File: config.mk
export PLATFORM = sky130hd
export DESIGN_NAME = regfile_write_arbiter
export DESIGN_NICKNAME = d
export VERILOG_FILES = /design/src/rtl/regfile_write_arbiter.sv
export SDC_FILE = /design/constraint.sdc
export NUM_CORES = 1
export LEC_CHECK = 0
export BUFFER_PORTS_ARGS = -buffer_cell sky130_fd_sc_hd__buf_2
export CORE_MARGIN = 2
export CORE_UTILIZATION = 35
export CTS_CLUSTER_SIZE = 20
export DETAILED_ROUTE_END_ITERATION = 7
export PLACE_DENSITY_LB_ADDON = 0.2
export SYNTH_ARGS = -nofsm -noshare
export SYNTH_HDL_FRONTEND = slang
export SYNTH_SLANG_ARGS = --single-unit
File: constraint.sdc
create_clock -name Clk -period 4.4 [get_ports Clk]
set_clock_uncertainty 0.2 [all_clocks]
set_input_delay 0.66 -clock Clk [delete_from_list [all_inputs] [get_ports Clk]]
set_output_delay 0.66 -clock Clk [all_outputs]
set_load 0.02 [all_outputs]
File: src/rtl/regfile_write_arbiter.sv
// Two-requester writeback arbiter sharing the regfile's single write port (A = ALU, B = load).
// Optional write-before-read bypass outputs are enabled by defining REGFILE_WRITE_FWD_EN.
module regfile_write_arbiter #(
    parameter int DATA_WIDTH = 32,
    parameter int ADDR_WIDTH = 5
) (
    input  logic                  Clk,
    input  logic                  reset,
    input  logic                  a_valid,
    output logic                  a_ready,
    input  logic [ADDR_WIDTH-1:0] a_addr,
    input  logic [DATA_WIDTH-1:0] a_data,
    input  logic                  b_valid,
    output logic                  b_ready,
    input  logic [ADDR_WIDTH-1:0] b_addr,
    input  logic [DATA_WIDTH-1:0] b_data,
    output logic [ADDR_WIDTH-1:0] WriteRegister,
    output logic [DATA_WIDTH-1:0] WriteData,
    output logic                  wEnable,
`ifdef REGFILE_WRITE_FWD_EN
    input  logic [ADDR_WIDTH-1:0] ReadRegister1,
    input  logic [ADDR_WIDTH-1:0] ReadRegister2,
    input  logic [DATA_WIDTH-1:0] ReadData1,
    input  logic [DATA_WIDTH-1:0] ReadData2,
    output logic [DATA_WIDTH-1:0] FwdData1,
    output logic [DATA_WIDTH-1:0] FwdData2,
`endif
    output logic                  idle
);

    typedef enum logic {
        REQ_A = 1'b0,
        REQ_B = 1'b1
    } req_e;

    logic                  a_full_q, a_full_d;
    logic [ADDR_WIDTH-1:0] a_addr_q, a_addr_d;
    logic [DATA_WIDTH-1:0] a_data_q, a_data_d;
    logic                  b_full_q, b_full_d;
    logic [ADDR_WIDTH-1:0] b_addr_q, b_addr_d;
    logic [DATA_WIDTH-1:0] b_data_q, b_data_d;
    req_e                  last_grant_q, last_grant_d;

    logic grant_a;
    logic grant_b;

    // Grant depends only on registered buffer state, so no input reaches an output combinationally.
    always_comb begin
        grant_a = a_full_q && (!b_full_q || (last_grant_q == REQ_B));
        grant_b = b_full_q && (!a_full_q || (last_grant_q == REQ_A));
    end

    assign a_ready = !a_full_q || grant_a;
    assign b_ready = !b_full_q || grant_b;
    assign idle    = !a_full_q && !b_full_q;

    // The write port is suppressed while reset is high so a discarded entry never lands in the regfile.
    always_comb begin
        // NOTE: every output of a combinational block gets a default first, otherwise a latch is inferred.
        WriteRegister = '0;
        WriteData     = '0;
        wEnable       = 1'b0;
        if (!reset && grant_a) begin
            WriteRegister = a_addr_q;
            WriteData     = a_data_q;
            wEnable       = (a_addr_q != '0);
        end else if (!reset && grant_b) begin
            WriteRegister = b_addr_q;
            WriteData     = b_data_q;
            wEnable       = (b_addr_q != '0);
        end
    end

    always_comb begin
        a_full_d     = a_full_q;
        a_addr_d     = a_addr_q;
        a_data_d     = a_data_q;
        b_full_d     = b_full_q;
        b_addr_d     = b_addr_q;
        b_data_d     = b_data_q;
        last_grant_d = last_grant_q;

        // Drain first; a same-edge refill below overrides the cleared flag.
        if (grant_a) begin
            a_full_d     = 1'b0;
            last_grant_d = REQ_A;
        end else if (grant_b) begin
            b_full_d     = 1'b0;
            last_grant_d = REQ_B;
        end

        if (a_valid && a_ready) begin
            a_full_d = 1'b1;
            a_addr_d = a_addr;
            a_data_d = a_data;
        end
        if (b_valid && b_ready) begin
            b_full_d = 1'b1;
            b_addr_d = b_addr;
            b_data_d = b_data;
        end
    end

    always_ff @(posedge Clk) begin
        if (reset) begin
            // NOTE: sequential state uses non-blocking assignments so every flop samples pre-edge values.
            a_full_q     <= 1'b0;
            a_addr_q     <= '0;
            a_data_q     <= '0;
            b_full_q     <= 1'b0;
            b_addr_q     <= '0;
            b_data_q     <= '0;
            last_grant_q <= REQ_B;
        end else begin
            a_full_q     <= a_full_d;
            a_addr_q     <= a_addr_d;
            a_data_q     <= a_data_d;
            b_full_q     <= b_full_d;
            b_addr_q     <= b_addr_d;
            b_data_q     <= b_data_d;
            last_grant_q <= last_grant_d;
        end
    end

`ifdef REGFILE_WRITE_FWD_EN
    // Bypass the value being committed this cycle to readers of the same register.
    always_comb begin
        FwdData1 = ReadData1;
        FwdData2 = ReadData2;
        if (wEnable && (ReadRegister1 == WriteRegister)) begin
            FwdData1 = WriteData;
        end
        if (wEnable && (ReadRegister2 == WriteRegister)) begin
            FwdData2 = WriteData;
        end
    end
`endif

endmodule

==> parameters.txt <==
Parameter                              Value

Critical path
  Worst setup path category ... reg2out
  CP Data Required Time ... 3.54 ns
  Endpoint class of the critical path ... output pin
  Peak fanout along the critical path ... 38
  Crit path arrival time ... roughly 1.8 ns
  Depth of the worst register-to-register path ... 3
  Start of the worst register-to-register path ... b_full_q
  Worst R2R Setup Slack ... 2.46 ns
  Start point of the critical path ... a_full_q
  Kind of launch point of the worst setup path ... register
  Endpoint of the worst-slack reg-to-reg timing path ... a_data_q[10]

Floorplanning
  Placeable core region ... 10300 um2
  Die footprint ... approximately 11000 um2
  Effective utilization at floorplan ... 35.8%
  Width of the die ... 107 um
  # rows ... 37
  Height of the chip ... 107 um
  Top-level I/O count ... 119

Detailed routing
  Pre-Repair DR Iteration Count ... 4
  DRC marker count from the first detailed-route iteration ... 183
  ANT nets after route ... 0
  Vias per Instance ... 5.24
  Remaining design rule violation count ... 0
  Final routed wire length divided by cell count ... approximately 16 um
  Via count ... 3332
  Wire length after detailed routing ... 9.97 mm

Finish
  Layout overhead on the synthesized area ... 22.6%
  Layout cells sized above 1 ... approximately 34%
  Antenna diode instance count ... 0
  Count of nets after finishing ... 573

Timing
  Final-layout setup total negative slack ... 0 ns
  Final count of negative-setup-slack endpoints ... 0
  Crit path time final ... 2.68 ns
  Max-slew violation count ... 0
  Setup repair after global routing missed its margin ... false
  Fmax achieved ... 373 MHz
  PnR worst setup slack ... approximately 1.7 ns
  Relative slew slack ... 33.2%
  Fin Hold WS ... roughly 0.27 ns
  Total count of hold-check failures in the final report ... 0
  Worst Tran Pin Value ... 0.999 ns
  Ratio of final minimum period to clock period ... around 61%

Run
  Max-Cap Viols ... 0

Min path
  Worst Hold Class ... reg2reg
  Hold wc startpoint ... a_data_q[20]
  Hold endpoint ... a_data_q[20]
  Hold Path Stages ... 2

Outcome
  Result of the run ... finished clean

Yosys
  Sequential area share after synthesis ... 41.8%
  Number of nets in the synthesized netlist ... 484
  Flops & latches, synth ... 77
  Yosys warning total ... 0
  Post-synthesis cell area ... 3680 um2
  Syn Inst Count ... roughly 410
  Syn avg cell area ... 9.07 um2
  Synth cell types ... 24

Clock tree
  Number of buffers inserted by hold repair at cts ... 0
  Longest Clk Path Bufs ... 2
  Clock transition time at the flip-flop clock pins of the worst setup and hold paths ... 0.08 ns
  TritonCTS clock tree ... built
  TritonCTS sink count ... 77
  Clock Tree Root ... clkbuf_8
  Post-CTS Setup Bufs ... 0
  Clk_lat worst skew ... between 0.3 and 0.4 ns
  Cts repair resizes ... 0
  Level count of the clock H-tree ... 3
  Number of buffers created by CTS ... 9

GRT
  Total congestion overflow ... 0
  Total routing usage reported by global routing ... around 18%
  First-pass GRT wire length ... 16.0 mm
  Antenna violations before repair ... 0
  Pin count of the biggest net entering global routing ... 117
  Via count of the first global-routing pass ... 3198

Pwr
  Leakage power summed over all cells ... 1.87 nW
  P per Cell Area ... around 330 nW/um2
  Maximum vdd drop ... between 100 and 150 uV

Placed design
  Setup slack at placement ... around 1.7 ns
  Buffers added on ports ... 118
  Final Wtd Congestion ... 0.800
  Half-perimeter wire length after detailed placement ... 6.14 mm
-- cell families after synthesis --
logic type | count (synthesis) | share of synthesized area, %
buffers and inverters | 50 | 5.88
AO/OA/AOI/OAI | 151 | 29.2
flip-flops | 77 | 41.8
AND/OR/NAND/NOR | 128 | 23.0
-- power by group --
group / internal, W / total (W) / leakage [nW] / switching [W]
registers: 0.000738 / 0.000763 / 0.635 / 0.0000245
clock network: 0.000279 / 0.000543 / 0.0959 / 0.000265
logic: 0.0000939 / 0.000204 / 1.14 / 0.000110
-- placed cells by master (no fill, tap or decap), drive strengths merged --
master      n
nor2        3
a21bo      35
dfxtp      77
nand3b      1
buf       126
inv         3
clkbuf     11
nor3b       1
nand4b     39
o21ai      40
nand2       3
and2        1
nand3      36
nand2b     40
nor3        2
nor2b       1
a22o       38
a21oi      38
clkinvlp    2
bufinv      1
clkinv      1
and3b       1
-- how the worst max path moves through the flow --
stage / end / slack [ns] / cells past startpoint
2_1_floorplan: WriteData[14] / 1.89 / 5
3_3_place_gp: WriteData[31] / 1.72 / 5
3_5_place_dp: WriteData[31] / 1.71 / 5
4_1_cts: WriteData[31] / 1.68 / 5
5_1_grt: WriteData[31] / 1.57 / 5
6_report: WriteRegister[3] / 1.72 / 5
-- routing by layer --
metal,global-route usage (%),vias to the layer above,wire (um)
li1,-,1663,-
met1,25.3,1558,4950
met2,25.6,101,4290
met3,4.74,10,637
met4,4.73,0,102
met5,0,-,0
-- critical path: stages, from the launching register on --
cell and delay [ns]:
dfxtp_1 0.47, nand2_1 0.10, and3b_1 0.17, buf_4 0.26
a22o_1 0.30, buf_2 0.16
-- registers in the layout (all words and copies together) (netlist names) --
name,count
b_full_q,1
last_grant_q,1
b_data_q,32
a_addr_q,5
a_data_q,32
b_addr_q,5
a_full_q,1
-- cell usage after synthesis --
| library cell | count | area (um2) |
|---|---|---|
| a21bo_2 | 24 | 240 |
| nand2b_1 | 40 | 250 |
| nor2_1 | 3 | 11.3 |
| a21bo_1 | 11 | 110 |
| nand4b_1 | 39 | 342 |
| nand3b_1 | 1 | 7.51 |
| a21oi_1 | 37 | 185 |
| nand3_1 | 36 | 180 |
| o21ai_1 | 32 | 160 |
| nor3b_2 | 1 | 12.5 |
| clkbuf_1 | 26 | 97.6 |
| buf_1 | 3 | 11.3 |
| nor2b_2 | 1 | 8.76 |
| and3b_1 | 1 | 8.76 |
| nand2_1 | 3 | 11.3 |
| a21oi_2 | 1 | 8.76 |
| and2_1 | 1 | 6.26 |
| dfxtp_1 | 77 | 1540 |
| buf_2 | 17 | 85.1 |
| inv_1 | 2 | 7.51 |
| o21ai_0 | 8 | 40.0 |
| buf_4 | 2 | 15.0 |
| a22o_1 | 38 | 333 |
| nor3_1 | 2 | 10.0 |
-- per-stage QoR --
stage | total power, W | instances | area (um2) | utilization [%]
after floorplan | 0.000907 | 406 | 3680 | -
after global placement | 0.000982 | 620 | 4310 | 42.0
after detailed placement | 0.000984 | 620 | 4310 | 42.0
after CTS | 0.00153 | 636 | 4510 | 43.9
after global routing | 0.00159 | 636 | 4510 | 43.9
final | 0.00151 | 636 | 4510 | 43.9
-- layout make-up --
| type | count | area, um2 |
|---|---|---|
| Inverter | 2 | 7.51 |
| Sequential cell | 77 | 1540 |
| Tap cell | 136 | 170 |
| Clock buffer | 11 | 141 |
| Fill cell | 1068 | 5760 |
| Multi-Input combinational cell | 279 | 1940 |
| Clock inverter | 5 | 58.8 |
| Timing Repair Buffer | 126 | 651 |
No activity file was read; power rests on OpenSTA's default activity.
